$ cat src/rtl/shared_reg_arbiter.sv
// shared_reg_arbiter: round-robin owner of one shared register with hold limit and lock override
module shared_reg_arbiter #(
    parameter int NREQ     = 4,
    parameter int WIDTH    = 8,
    parameter int MAX_HOLD = 4,
    localparam int OW = (NREQ > 1) ? $clog2(NREQ) : 1,
    localparam int CW = $clog2(MAX_HOLD + 1)
) (
    input  logic                  clk,
    input  logic                  reset,
    input  logic [NREQ-1:0]       req,
    input  logic [NREQ-1:0]       lock,
    input  logic [NREQ*WIDTH-1:0] wdata,
    output logic [NREQ-1:0]       gnt,
    output logic [OW-1:0]         owner,
    output logic                  busy,
    output logic [WIDTH-1:0]      q,
    output logic [WIDTH-1:0]      q_not
);
    typedef enum logic {IDLE, OWN} state_t;
    state_t                  state_q, state_d;
    logic [NREQ-1:0]         gnt_q, gnt_d;
    logic [OW-1:0]           owner_q, owner_d, last_q, last_d;
    logic [CW-1:0]           cnt_q, cnt_d, cnt_inc;
    logic [WIDTH-1:0]        data_q, data_d;
    logic [NREQ-1:0][WIDTH-1:0] wd;
    logic [NREQ-1:0]         cand;
    logic [OW-1:0]           base, idx, win;
    logic                    found, keep;
    assign wd = wdata;
    always_comb begin
        state_d = state_q;
        gnt_d   = gnt_q;
        owner_d = owner_q;
        cnt_d   = cnt_q;
        last_d  = last_q;
        data_d  = data_q;
        base    = (state_q == IDLE) ? last_q : owner_q;
        cand    = (state_q == IDLE) ? req : req & ~gnt_q;
        found   = 1'b0;
        win     = '0;
        idx     = '0;
        for (int i = 1; i <= NREQ; i++) begin
            idx = OW'((int'(base) + i) % NREQ);
            if (!found && cand[idx]) begin
                found = 1'b1;
                win   = idx;
            end
        end
        cnt_inc = (cnt_q == CW'(MAX_HOLD)) ? cnt_q : cnt_q + 1'b1;
        keep    = req[owner_q] && (cnt_inc != CW'(MAX_HOLD) || lock[owner_q] || !found);
        if (state_q == OWN && req[owner_q])
            data_d = wd[owner_q];
        if (state_q == OWN && keep) begin
            cnt_d = cnt_inc;
        end else if (found) begin
            state_d    = OWN;
            gnt_d      = '0;
            gnt_d[win] = 1'b1;
            owner_d    = win;
            cnt_d      = '0;
            last_d     = win;
        end else if (state_q == OWN) begin
            state_d = IDLE;
            gnt_d   = '0;
        end
    end
    always_ff @(posedge clk) begin
        if (reset) begin
            state_q <= IDLE;
            gnt_q   <= '0;
            owner_q <= '0;
            cnt_q   <= '0;
            last_q  <= OW'(NREQ - 1);
            data_q  <= '0;
        end else begin
            state_q <= state_d;
            gnt_q   <= gnt_d;
            owner_q <= owner_d;
            cnt_q   <= cnt_d;
            last_q  <= last_d;
            data_q  <= data_d;
        end
    end
    assign gnt   = gnt_q;
    assign owner = owner_q;
    assign busy  = (state_q == OWN);
    assign q     = data_q;
    assign q_not = ~data_q;
endmodule

$ cat config.mk
export PLATFORM = sky130hd
export DESIGN_NAME = shared_reg_arbiter
export DESIGN_NICKNAME = d
export VERILOG_FILES = /design/src/rtl/shared_reg_arbiter.sv
export SDC_FILE = /design/constraint.sdc
export NUM_CORES = 1
export LEC_CHECK = 0
export BUFFER_PORTS_ARGS = -buffer_cell sky130_fd_sc_hd__buf_2
export CAP_MARGIN = 20
export CELL_PAD_IN_SITES_DETAIL_PLACEMENT = 1
export CELL_PAD_IN_SITES_GLOBAL_PLACEMENT = 1
export CORE_ASPECT_RATIO = 1.2
export CORE_UTILIZATION = 34
export DETAILED_ROUTE_END_ITERATION = 10
export PLACE_DENSITY_LB_ADDON = 0.25
export REMOVE_ABC_BUFFERS = 1
export SLEW_MARGIN = 20
export SYNTH_ARGS = -nofsm -noshare
export SYNTH_HDL_FRONTEND = slang
export SYNTH_SLANG_ARGS = --single-unit
export TNS_END_PERCENT = 20
$ cat constraint.sdc
create_clock -name clk -period 2.7 [get_ports clk]
set_clock_uncertainty 0.2 [all_clocks]
set_input_delay 0.405 -clock clk [delete_from_list [all_inputs] [get_ports clk]]
set_output_delay 0.405 -clock clk [all_outputs]
set_load 0.02 [all_outputs]
After elaboration in Yosys (flattened, before gate mapping)
Index checks and enable logic that the tools add are counted.
{"block": "op_classes", "n_lt_le_gt_ge": 7, "mux": 32, "eq_ne": 2, "n_bitwise": 4, "reduce_logical": 17, "addsub": 5}
{"op": "2-bit by 3-bit less-than comparator with 1-bit output, second input constant", "n": 6}
{"op": "8-bit binary-select mux with 2-bit select", "n": 1}
{"op": "1-bit binary-select mux with 2-bit select", "n": 6}
{"op": "1-bit two-way mux", "n": 12}
{"op": "4-bit two-way mux", "n": 3}
{"op": "2-bit two-way mux", "n": 5}
{"op": "3-bit two-way mux", "n": 3}
{"op": "8-bit two-way mux", "n": 1}
{"op": "8-bit NOT", "n": 1}
{"op": "1-bit logical AND", "n": 7}
{"op": "2-bit by 1-bit adder with 2-bit output, second input constant", "n": 2}
{"op": "2-bit adder, second input constant", "n": 2}
{"op": "4-bit AND", "n": 1}
{"op": "1-bit zero test", "n": 4}
{"op": "4-bit NOT", "n": 1}
{"op": "2-bit AND reduction", "n": 2}
{"op": "2-bit nonzero test", "n": 2}
{"op": "3-bit by 1-bit adder with 3-bit output, second input constant", "n": 1}
{"op": "3-bit equality test, second input constant", "n": 1}
{"op": "3-bit inequality test, second input constant", "n": 1}
{"op": "1-bit demux with 2-bit select", "n": 1}
{"op": "2-bit by 1-bit >= comparator with 1-bit output, second input constant", "n": 1}
{"op": "1-bit logical OR", "n": 2}
{"op": "1-bit NOT", "n": 1}
{"block": "word_totals", "input_bits": 42, "regBits": 20, "elab_cells": 73, "out_inout_bits": 23}

Logic depth before layout (Yosys ltp)
Gate-level depths: netlist of run 1.
{"block": "depth", "word_depth": 21, "depth_mapped": 7, "depth_no_buf": 7}

Least setup slack after synthesis of run 1
No wires, ideal clock.
{"block": "synth_path", "kind": "reg2reg", "start": "register cnt_q[0]", "end": "register gnt_q[1], in the netlist gnt[1]", "path_slack_ns": 0.614, "stages_incl_launch_ff": 8, "t_arrival_ns": 1.769, "setup_time_ns": 0.117, "n_path_buf": 0, "required_time_ns": 2.383, "synth_period_minus_slack_ns": 2.086, "path_cell_list": "dfxtp_1 inv_1 ha_1 or3b_1 a31oi_4 o211a_4 nor3_1 a32o_1"}
{"block": "synth_between", "elab_chain_len": 9, "word_cells_on_any_way": 10, "classes_between": "add/sub: 1; eq/ne: 2; mux: 1; bitwise: 1; reduce/logical: 5"}
{"element": "start: declaration", "line": "24", "text": "logic [CW-1:0] cnt_q, cnt_d, cnt_inc;"}
{"element": "start signal: assignment", "line": "80", "text": "cnt_q <= cnt_d;"}
{"element": "3-bit by 1-bit adder with 3-bit output / 3-bit equality test (equally long branches)", "line": "50", "text": "cnt_inc = (cnt_q == CW'(MAX_HOLD)) ? cnt_q : cnt_q + 1'b1;"}
{"element": "3-bit two-way mux *", "line": "50"}
{"element": "3-bit inequality test *", "line": "51", "text": "keep = req[owner_q] && (cnt_inc != CW'(MAX_HOLD) || lock[owner_q] || !found);"}
{"element": "1-bit logical OR * (2 in series)", "line": "51"}
{"element": "1-bit logical AND *", "line": "51"}
{"element": "1-bit logical AND *", "line": "54", "text": "if (state_q == OWN && keep) begin"}
{"element": "1-bit NOT (no line) *"}
{"element": "2-bit AND reduction (no line) *"}
{"element": "end signal: assignment", "line": "78", "text": "gnt_q <= gnt_d;"}
{"element": "end: declaration", "line": "22", "text": "logic [NREQ-1:0] gnt_q, gnt_d;"}
Every way passes the cells marked *; elsewhere a longest branch is shown, timed or not.
A chain may end at the register's enable or synchronous reset.

Final worst setup path of run 1
{"block": "layout_path", "start": "register state_q, in the netlist busy", "end": "register gnt_q[3], in the netlist gnt[3]"}
{"block": "layout_between", "elab_chain_len": 20, "word_cells_on_any_way": 41, "classes_between": "add/sub: 4; order compare: 2; mux: 21; bitwise: 1; reduce/logical: 13"}
{"element": "start: declaration", "line": "21", "text": "state_t state_q, state_d;"}
{"element": "start signal: assignment", "line": "77", "text": "state_q <= state_d;"}
{"element": "parallel branches: the longest is 20 deep, another holds 2-bit by 1-bit adder with 2-bit output"}
Parallel ways; which one is timed is not known. The select of a mux whose other input is x is not followed.

==> results.txt, run 1 <==
The total area of multi-input combinational cells came out at 911 µm². The number of iterations in the first detailed-routing pass is 4. The proportion of power drawn by combinational gates is 0.474.

The tightest min-delay check is of the in2reg type. The register bit count reported by yosys came out at 20. After routing, the total negative slack on setup checks comes to 0 ns. The relative area change from synthesis to final layout is 30.1%.

Of the post-synthesis cell area, the dominant cell type holds 0.283. The number of vias in the routed layout came out at 1383. The worst hold path passes through 2 cells. The count of endpoints failing hold in the final timing report is 0. By area the synthesized netlist is led by sky130_fd_sc_hd__dfxtp_1, sky130_fd_sc_hd__mux4_2, sky130_fd_sc_hd__mux2i_1. The floorplan step defined a die boundary enclosing 4420 µm². Setup repair after global routing left no endpoint under its margin. After global routing the overflow that remains totals 0.

The initial core utilization came out at 0.356. The clock-pin transition on the worst setup and hold timing paths is 0.08 ns. The number of nets in the finished design is 248. Measured along the y axis, the die boundary spans 72.6 µm.

The run finished with clean final reports. The DRC violation count after routing is 0. The first-pass GRT wire length is 6.51 mm. The count of hold-fix buffers inserted at cts is 0.

The sequential share of power is 0.310. The count of flip-flops with a built-in enable after synthesis came out at 0. Synthesis instantiated 50 different standard cells from the library.

The number of buffers inserted to repair setup after CTS is 0. The max-slew violation total from the final report is 0. TritonCTS built the clock tree. The smallest setup slack after layout is 0.412 ns. In this run the horizontal extent of the chip is 60.8 µm. The number of diodes came out at 0. The mapped netlist covers 1410 µm². The violation count after the first detailed-route iteration came out at 18. The measured slew at the worst slew-check pin is 0.622 ns.

For the worst setup path, the data required time is 2.66 ns. The path depth of the worst reg2reg path came out at 5. Summed over all nets, the switching power comes to 552 µW.

The power density normalized to cell area came out at 765 nW/µm². The number of ports placed on the die boundary came out at 65. Across every metal layer, demand over resource in global routing totals 0.196. The average size of a mapped cell is 10.1 µm². The part of the Yosys area used for sequential elements came out at 0.283. The count of port buffers added during placement came out at 64. The number of gates resized after cts is 0. Final hold analysis gives a worst-case slack of 0.328 ns.

The count of H-tree levels built during CTS came out at 1. The share of cells above drive strength 1 came out at 0.468. The internal power summed over all cells is 854 µW.

OpenSTA, run right after detailed placement, puts the worst setup slack at 0.431 ns. The async set-reset flop share out of synthesis came out at 0. Dividing the detail-routed via count by the number of cells gives 5.38. The clock buffer count from CTS is 3. The post-synthesis cell count is 140.

The storage element area is 400 µm². The largest driver fanout on the critical path came out at 17. Among all flip-flop cells after synthesis, the most frequent one is sky130_fd_sc_hd__dfxtp_1.

The number of global-route vias before repair is 1394. Setup violations remaining at the end of the flow were counted as 0. The initialized floorplan defines 25 standard-cell rows.

The initial antenna violation count came out at 0. The final critical-path required period is 2.29 ns. The timing-limited maximum frequency came out at 0.437 GHz. STA classifies the critical path startpoint as a flip-flop.

In the final routed layout, each cell accounts on average for 15.7 µm. After filler insertion, the fill cell instance count of the layout stands at 505. Clock latency on the worst-skew pair, taken at its later pin, is 0.26 ns. The clock power share is 0.216. The total number of yosys warnings came out at 0. The critical path is of the reg2reg type. The worst pin sits at a relative slew slack of 0.585. Leaving out fill and tap cells, the most frequent cell in the layout is sky130_fd_sc_hd__buf_2. The placeable core region is 3970 µm². The maximum number of pins on one net before global-route repair is 19. For the worst setup path, the data arrival time is 2.25 ns. The internal reg-to-reg setup slack is 0.41 ns. The post-detailed-placement half-perimeter wirelength came out at 3.27 mm. The number of buffers between clock root and the deepest sink came out at 2. The leakage power figure is 0.000754 µW. The number of sinks handled by clock tree synthesis came out at 20. The root buffer cell chosen for the clock tree is sky130_fd_sc_hd__clkbuf_8.

The switching power share of the total is 0.393. The max-capacitance violation count came out at 0. After detailed routing, the total wire length is 4.04 mm. Leaving out fill and tap cells, the most frequent cells in the layout are sky130_fd_sc_hd__buf_2, sky130_fd_sc_hd__dfxtp_1, sky130_fd_sc_hd__inv_1, sky130_fd_sc_hd__nor2_1, sky130_fd_sc_hd__mux2i_1. The final weighted congestion of routability-driven global placement is 0.800. sky130_fd_sc_hd__dfxtp_1 takes more of the synthesized area than any other cell. VDD sags by at most 0.328 mV. The post-route clock period utilization came out at 0.847.

The count of nets left with antenna violations once routing finished came out at 0. The nature of the critical path endpoint is a flip-flop.
==> through the flow <==
step           area (µm²)  cells  total power [µW]   util
3_5_place_dp         1770    253              1120  0.445
6_report             1840    257              1410  0.463
4_1_cts              1840    257              1430  0.463
5_1_grt              1840    257              1490  0.463
2_1_floorplan        1360    132               895      -
3_3_place_gp         1770    253              1090  0.445
==> worst max-delay path: stages, from the launching register on <==
cell and delay (ns):
sky130_fd_sc_hd__dfxtp_1 0.72, sky130_fd_sc_hd__mux2i_2 0.39, sky130_fd_sc_hd__a21boi_1 0.22, sky130_fd_sc_hd__a2bb2oi_1 0.12, sky130_fd_sc_hd__or2_2 0.31, sky130_fd_sc_hd__a32o_1 0.22
==> power groups by stage <==
stage / logic, µW / clock network [µW] / registers (µW)
after floorplan: 393 / 0 / 502
after global placement: 654 / 0 / 438
after detailed placement: 674 / 0 / 443
after CTS: 677 / 312 / 437
after global routing: 722 / 327 / 445
final: 667 / 304 / 436
==> final cells by class <==
| cell class | instances | share of cell area |
|---|---|---|
| flip-flops and latches | 20 | 0.218 |
| repair buffers | 67 | 0.187 |
| clock inverters | 1 | 0.0163 |
| inverters | 12 | 0.0245 |
| multi-input cells | 100 | 0.496 |
| clock buffers | 3 | 0.0225 |
| well taps | 54 | 0.0368 |
==> flip-flops by register name (all words and copies together) (netlist names) <==
name / cells
owner: 2
cnt_q: 3
busy: 1
last_q: 2
gnt: 4
q: 8
==> Yosys cell counts (all sizes together) (2+ instances only) <==
cell type	count
a21boi	2
a21oi	5
a31oi	4
a32o	4
buf	7
dfxtp	20
ha	2
inv	12
mux2i	11
mux4	9
nand2	9
nand2b	4
nor2	13
nor3	5
nor3b	2
o211ai	2
o21ai	3
o221a	2
o221ai	2
o22ai	2
==> routing by layer <==
layer,track usage,share of wire
met2,0.357,0.54
met4,0.0429,0.0050
met5,0,0
met3,0.0266,0.026
met1,0.238,0.43
==> kinds of logic after synthesis <==
group                      count (synthesis)  share of synthesized area
muxes                                     20                      0.224
adders and majority gates                  2                     0.0177
DFF                                       20                      0.283
AOI/OAI and AO/OA                         39                      0.264
xor gates and xnor gates                   1                    0.00620
buffers and inverters                     20                     0.0717
and+or+nand+nor                           38                      0.133
==> worst paths after layout <==
kind              startpoint  endpoint
setup / recovery        busy    gnt[3]
setup reg to reg        busy    gnt[3]
hold / removal         reset      q[0]
hold reg to reg         q[6]      q[6]
Power figures use the tool's default switching activity.
==> inputs of run 2 (changes only) <==
ABC_AREA = 1   (was not set)
CORE_UTILIZATION = 29   (was 34)
clock period = 2 ns   (was 2.7 ns; I/O delays follow)
==> run 2 against run 1 <==
The flow now finishes with violations (negative setup slack). Cell area grew 30%. Flip-flop and latch count is the same. Maximum frequency grew 11%. First-iteration DRC count grew to 3.1 times the previous value. Register-to-register slack lost 0.47 ns. Non-clock buffer count grew 29. Via count grew 43%. Global-route usage grew 0.96 points. Combinational power grew to 4.1 times the previous value. Clock-buffer cell count is the same. Largest cell class unchanged. Die area grew 28%. Cell count grew 53%.
==> results.txt, run 2 <==
Of the cells placed in the final design, the portion with a size suffix greater than 1 is 0.483. Setup repair after global routing could not meet its margin everywhere. The post-route clock period utilization came out at 1.03. Clock latency on the worst-skew pair, taken at its later pin, is 0.27 ns. The first-pass GRT wire length came out at 8.51 mm. The path with the worst hold slack has its endpoint at gnt[3].

The class of the tightest hold or removal check is in2reg. Synthesis instantiated 27 different standard cells from the library. The async set-reset flop share out of synthesis came out at 0. Setup slack on the worst reg-to-reg path comes out at -0.06 ns. In this run the remaining antenna-violating nets after routing total 0. After floorplanning, the core was divided into 28 placement rows.

The most instantiated flip-flop cell in the synthesis netlist is sky130_fd_sc_hd__dfxtp_1. The worst register-to-register path has a depth of 12. The average size of a mapped cell is 6.37 µm². The overall die area came out at 5640 µm². The count of hold-fix buffers inserted at cts came out at 0. The share of the synthesized area in the top cell type came out at 0.258. The height of the die came out at 82.1 µm. The number of flip-flops under the largest register name is 8. The startpoint identified for the worst hold timing path is reset. The post-route setup TNS is -0.150 ns. In this run the deepest clock path goes through 2 buffers. TritonCTS built the clock tree. The endpoint of the worst register-to-register path is last_q[1].

The number of fill cells in the layout is 690. Entering global routing, the biggest net connects 13 pins. The initial antenna violation count is 0. During I/O placement, the number of pins put on the boundary was 65. The kind of start point of the critical path is a flip-flop. After technology mapping, the gate count stands at 243. The tightest hold margin came out at 0.108 ns. In the post-synthesis netlist, the biggest area contributors are sky130_fd_sc_hd__dfxtp_1, sky130_fd_sc_hd__nand2_1, sky130_fd_sc_hd__nand2_2.

From left edge to right edge, the die measures 68.7 µm. The final weighted congestion of routability-driven global placement is 0.829. Timing analysis after detailed placement gives a worst setup slack of -0.0248 ns.

Using the TritonRoute via totals, the vias-per-cell ratio works out to 5.02. The worst endpoint required time is 1.91 ns. The library cells used most frequently in the layout, excluding fill and tap cells, are sky130_fd_sc_hd__buf_2, sky130_fd_sc_hd__nand2_1, sky130_fd_sc_hd__buf_4, sky130_fd_sc_hd__o21ai_0. The relative area change from synthesis to final layout came out at 53.8%. The count of endpoints failing hold in the final timing report is 0. Across the run, the number of max-cap violations was 0.

The cell with the largest stage delay on the worst path is sky130_fd_sc_hd__dfxtp_4. The worst setup path is captured at a flip-flop. The final critical-path required period is 2.06 ns. The number of cells traversed by the worst hold path is 2. After synthesis the netlist holds a flip-flop and latch count of 20. By count the netlist is led by sky130_fd_sc_hd__nand2_1, sky130_fd_sc_hd__o21ai_0, sky130_fd_sc_hd__a21oi_1, sky130_fd_sc_hd__nor2_1, sky130_fd_sc_hd__inv_1.

The worst-case headroom to the max-slew limit is 0.757. The measured slew at the worst slew-check pin is 0.365 ns. The final route contains 1971 vias.

The signal on the critical path passes through buf_6, nand2_4, nand2_8, buf_6, nand2_4, nand3_4, nand2_4, nand4_4, o21ai_4, inv_2, nand2_2, o211ai_1. The library cell used most frequently in the layout, excluding fill and tap cells, is sky130_fd_sc_hd__buf_2. sky130_fd_sc_hd__nand2_1 is the most common cell in the netlist.

The clock-pin transition on the worst setup and hold timing paths came out at 0.09 ns. The clock buffer count from CTS is 3. Summed over all cells, the static leakage comes to 0.00117 µW.

The DRC violation count after routing came out at 0. The total overflow reported by the global router is 0. The power density normalized to cell area came out at 1600 nW/µm².

Derived from the worst setup path, the maximum achievable clock frequency is 0.485 GHz. The critical path's most frequent cell is sky130_fd_sc_hd__nand2_4. The type of the worst setup path is reg2reg. The total routing usage reported by global routing is 0.205. The peak supply drop came out at 0.561 mV. The violation count after the first detailed-route iteration is 55. The first TritonRoute pass finished after 4 iterations. The final routed wire length divided by cell count is 15.2 µm. The worst endpoint data arrival time is 1.98 ns. The clock net in this run drives a total of 20 sinks. The count of port buffers added during placement came out at 64.

The total wire length after detailed routing came out at 5.95 mm. In the post-route analysis, the smallest setup slack over all paths is -0.0615 ns. The checks that failed: negative setup slack. Yosys printed 0 warnings. The total standard cell area after synthesis is 1550 µm². The count of H-tree levels built during CTS came out at 1. The core region is 5040 µm². The number of diodes is 0.

The max-slew violation total from the final report was 0. In this design, the stage delay of the slowest critical-path cell is 0.38 ns. The post-detailed-placement half-perimeter wirelength came out at 4.24 mm.

The root buffer cell chosen for the clock tree is sky130_fd_sc_hd__clkbuf_8. The number of nets in the finished design is 378. The initial core utilization is 0.307. The part of the Yosys area used for sequential elements came out at 0.258. The run finished, with violations left. Of all nets on the critical path, the largest fanout is 6. The startpoint identified for the worst register-to-register timing path is busy. The final-report setup violation count came out at 8. The number of global-route vias before repair came out at 1841. The library cell with the largest summed area after synthesis is sky130_fd_sc_hd__dfxtp_1.

Counting flops with a built-in enable in the synthesized netlist gives 0.
-- run 2: worst max-delay path, delay by kind of cell (launching register included) --
family | cells | cell delay [ns]
compound gates | 2 | 0.28
buf+inv | 3 | 0.37
flops | 1 | 0.38
simple gates | 7 | 0.68
-- run 2: area by class of cell --
class	count	area, µm²	share of cell area
clock buffer	3	41.3	0.0173
clock inverter	1	30.0	0.0126
inverter	27	104	0.0436
multi-input combinational	186	1150	0.482
sequential	20	408	0.171
tap	60	75.1	0.0315
timing repair buffer	96	576	0.242
-- run 2: cells by family after synthesis --
| logic type | after synthesis | synth area share |
|---|---|---|
| simple gates | 118 | 0.392 |
| compound gates | 65 | 0.231 |
| flops | 20 | 0.258 |
| buf+inv | 37 | 0.0969 |
| fa+ha+maj | 2 | 0.0162 |
| xor+xnor | 1 | 0.00566 |
-- run 2: worst max path at each step --
stage | end | depth (start not counted) | start | slack [ns]
2_1_floorplan | last_q[1] | 7 | owner[0] | -0.47
3_3_place_gp | last_q[1] | 12 | busy | 0.02
3_5_place_dp | last_q[1] | 12 | busy | -0.02
4_1_cts | last_q[1] | 12 | busy | 0.004
5_1_grt | last_q[1] | 12 | cnt_q[1] | -0.16
6_report | last_q[1] | 12 | busy | -0.06
-- run 2: layer usage --
| layer | up-vias | global-route usage | part of all wire |
|---|---|---|---|
| li1 | 984 | - | - |
| met1 | 925 | 0.216 | 0.40 |
| met2 | 52 | 0.402 | 0.54 |
| met3 | 10 | 0.0333 | 0.034 |
| met4 | 0 | 0.0612 | 0.021 |
| met5 | - | 0 | 0 |
-- run 2: repair_timing --
action / CTS / global route
endpoints found under the setup margin: 9 / 12
buffers inserted: 5 / 13
pin swaps: 5 / 17
resized for setup: 17 / 32
-- run 2: power by group --
group | internal [µW] | switching, µW
clock network | 268 | 155
registers | 542 | 124
logic | 1040 | 1690
-- run 2: stage by stage --
step,instance area [µm²],power [µW],utilization,std cells
5_1_grt,2380,4080,0.472,393
6_report,2380,3820,0.472,393
3_3_place_gp,2000,2830,0.397,371
4_1_cts,2150,3450,0.427,380
3_5_place_dp,2000,2880,0.397,371
2_1_floorplan,1500,2140,-,233
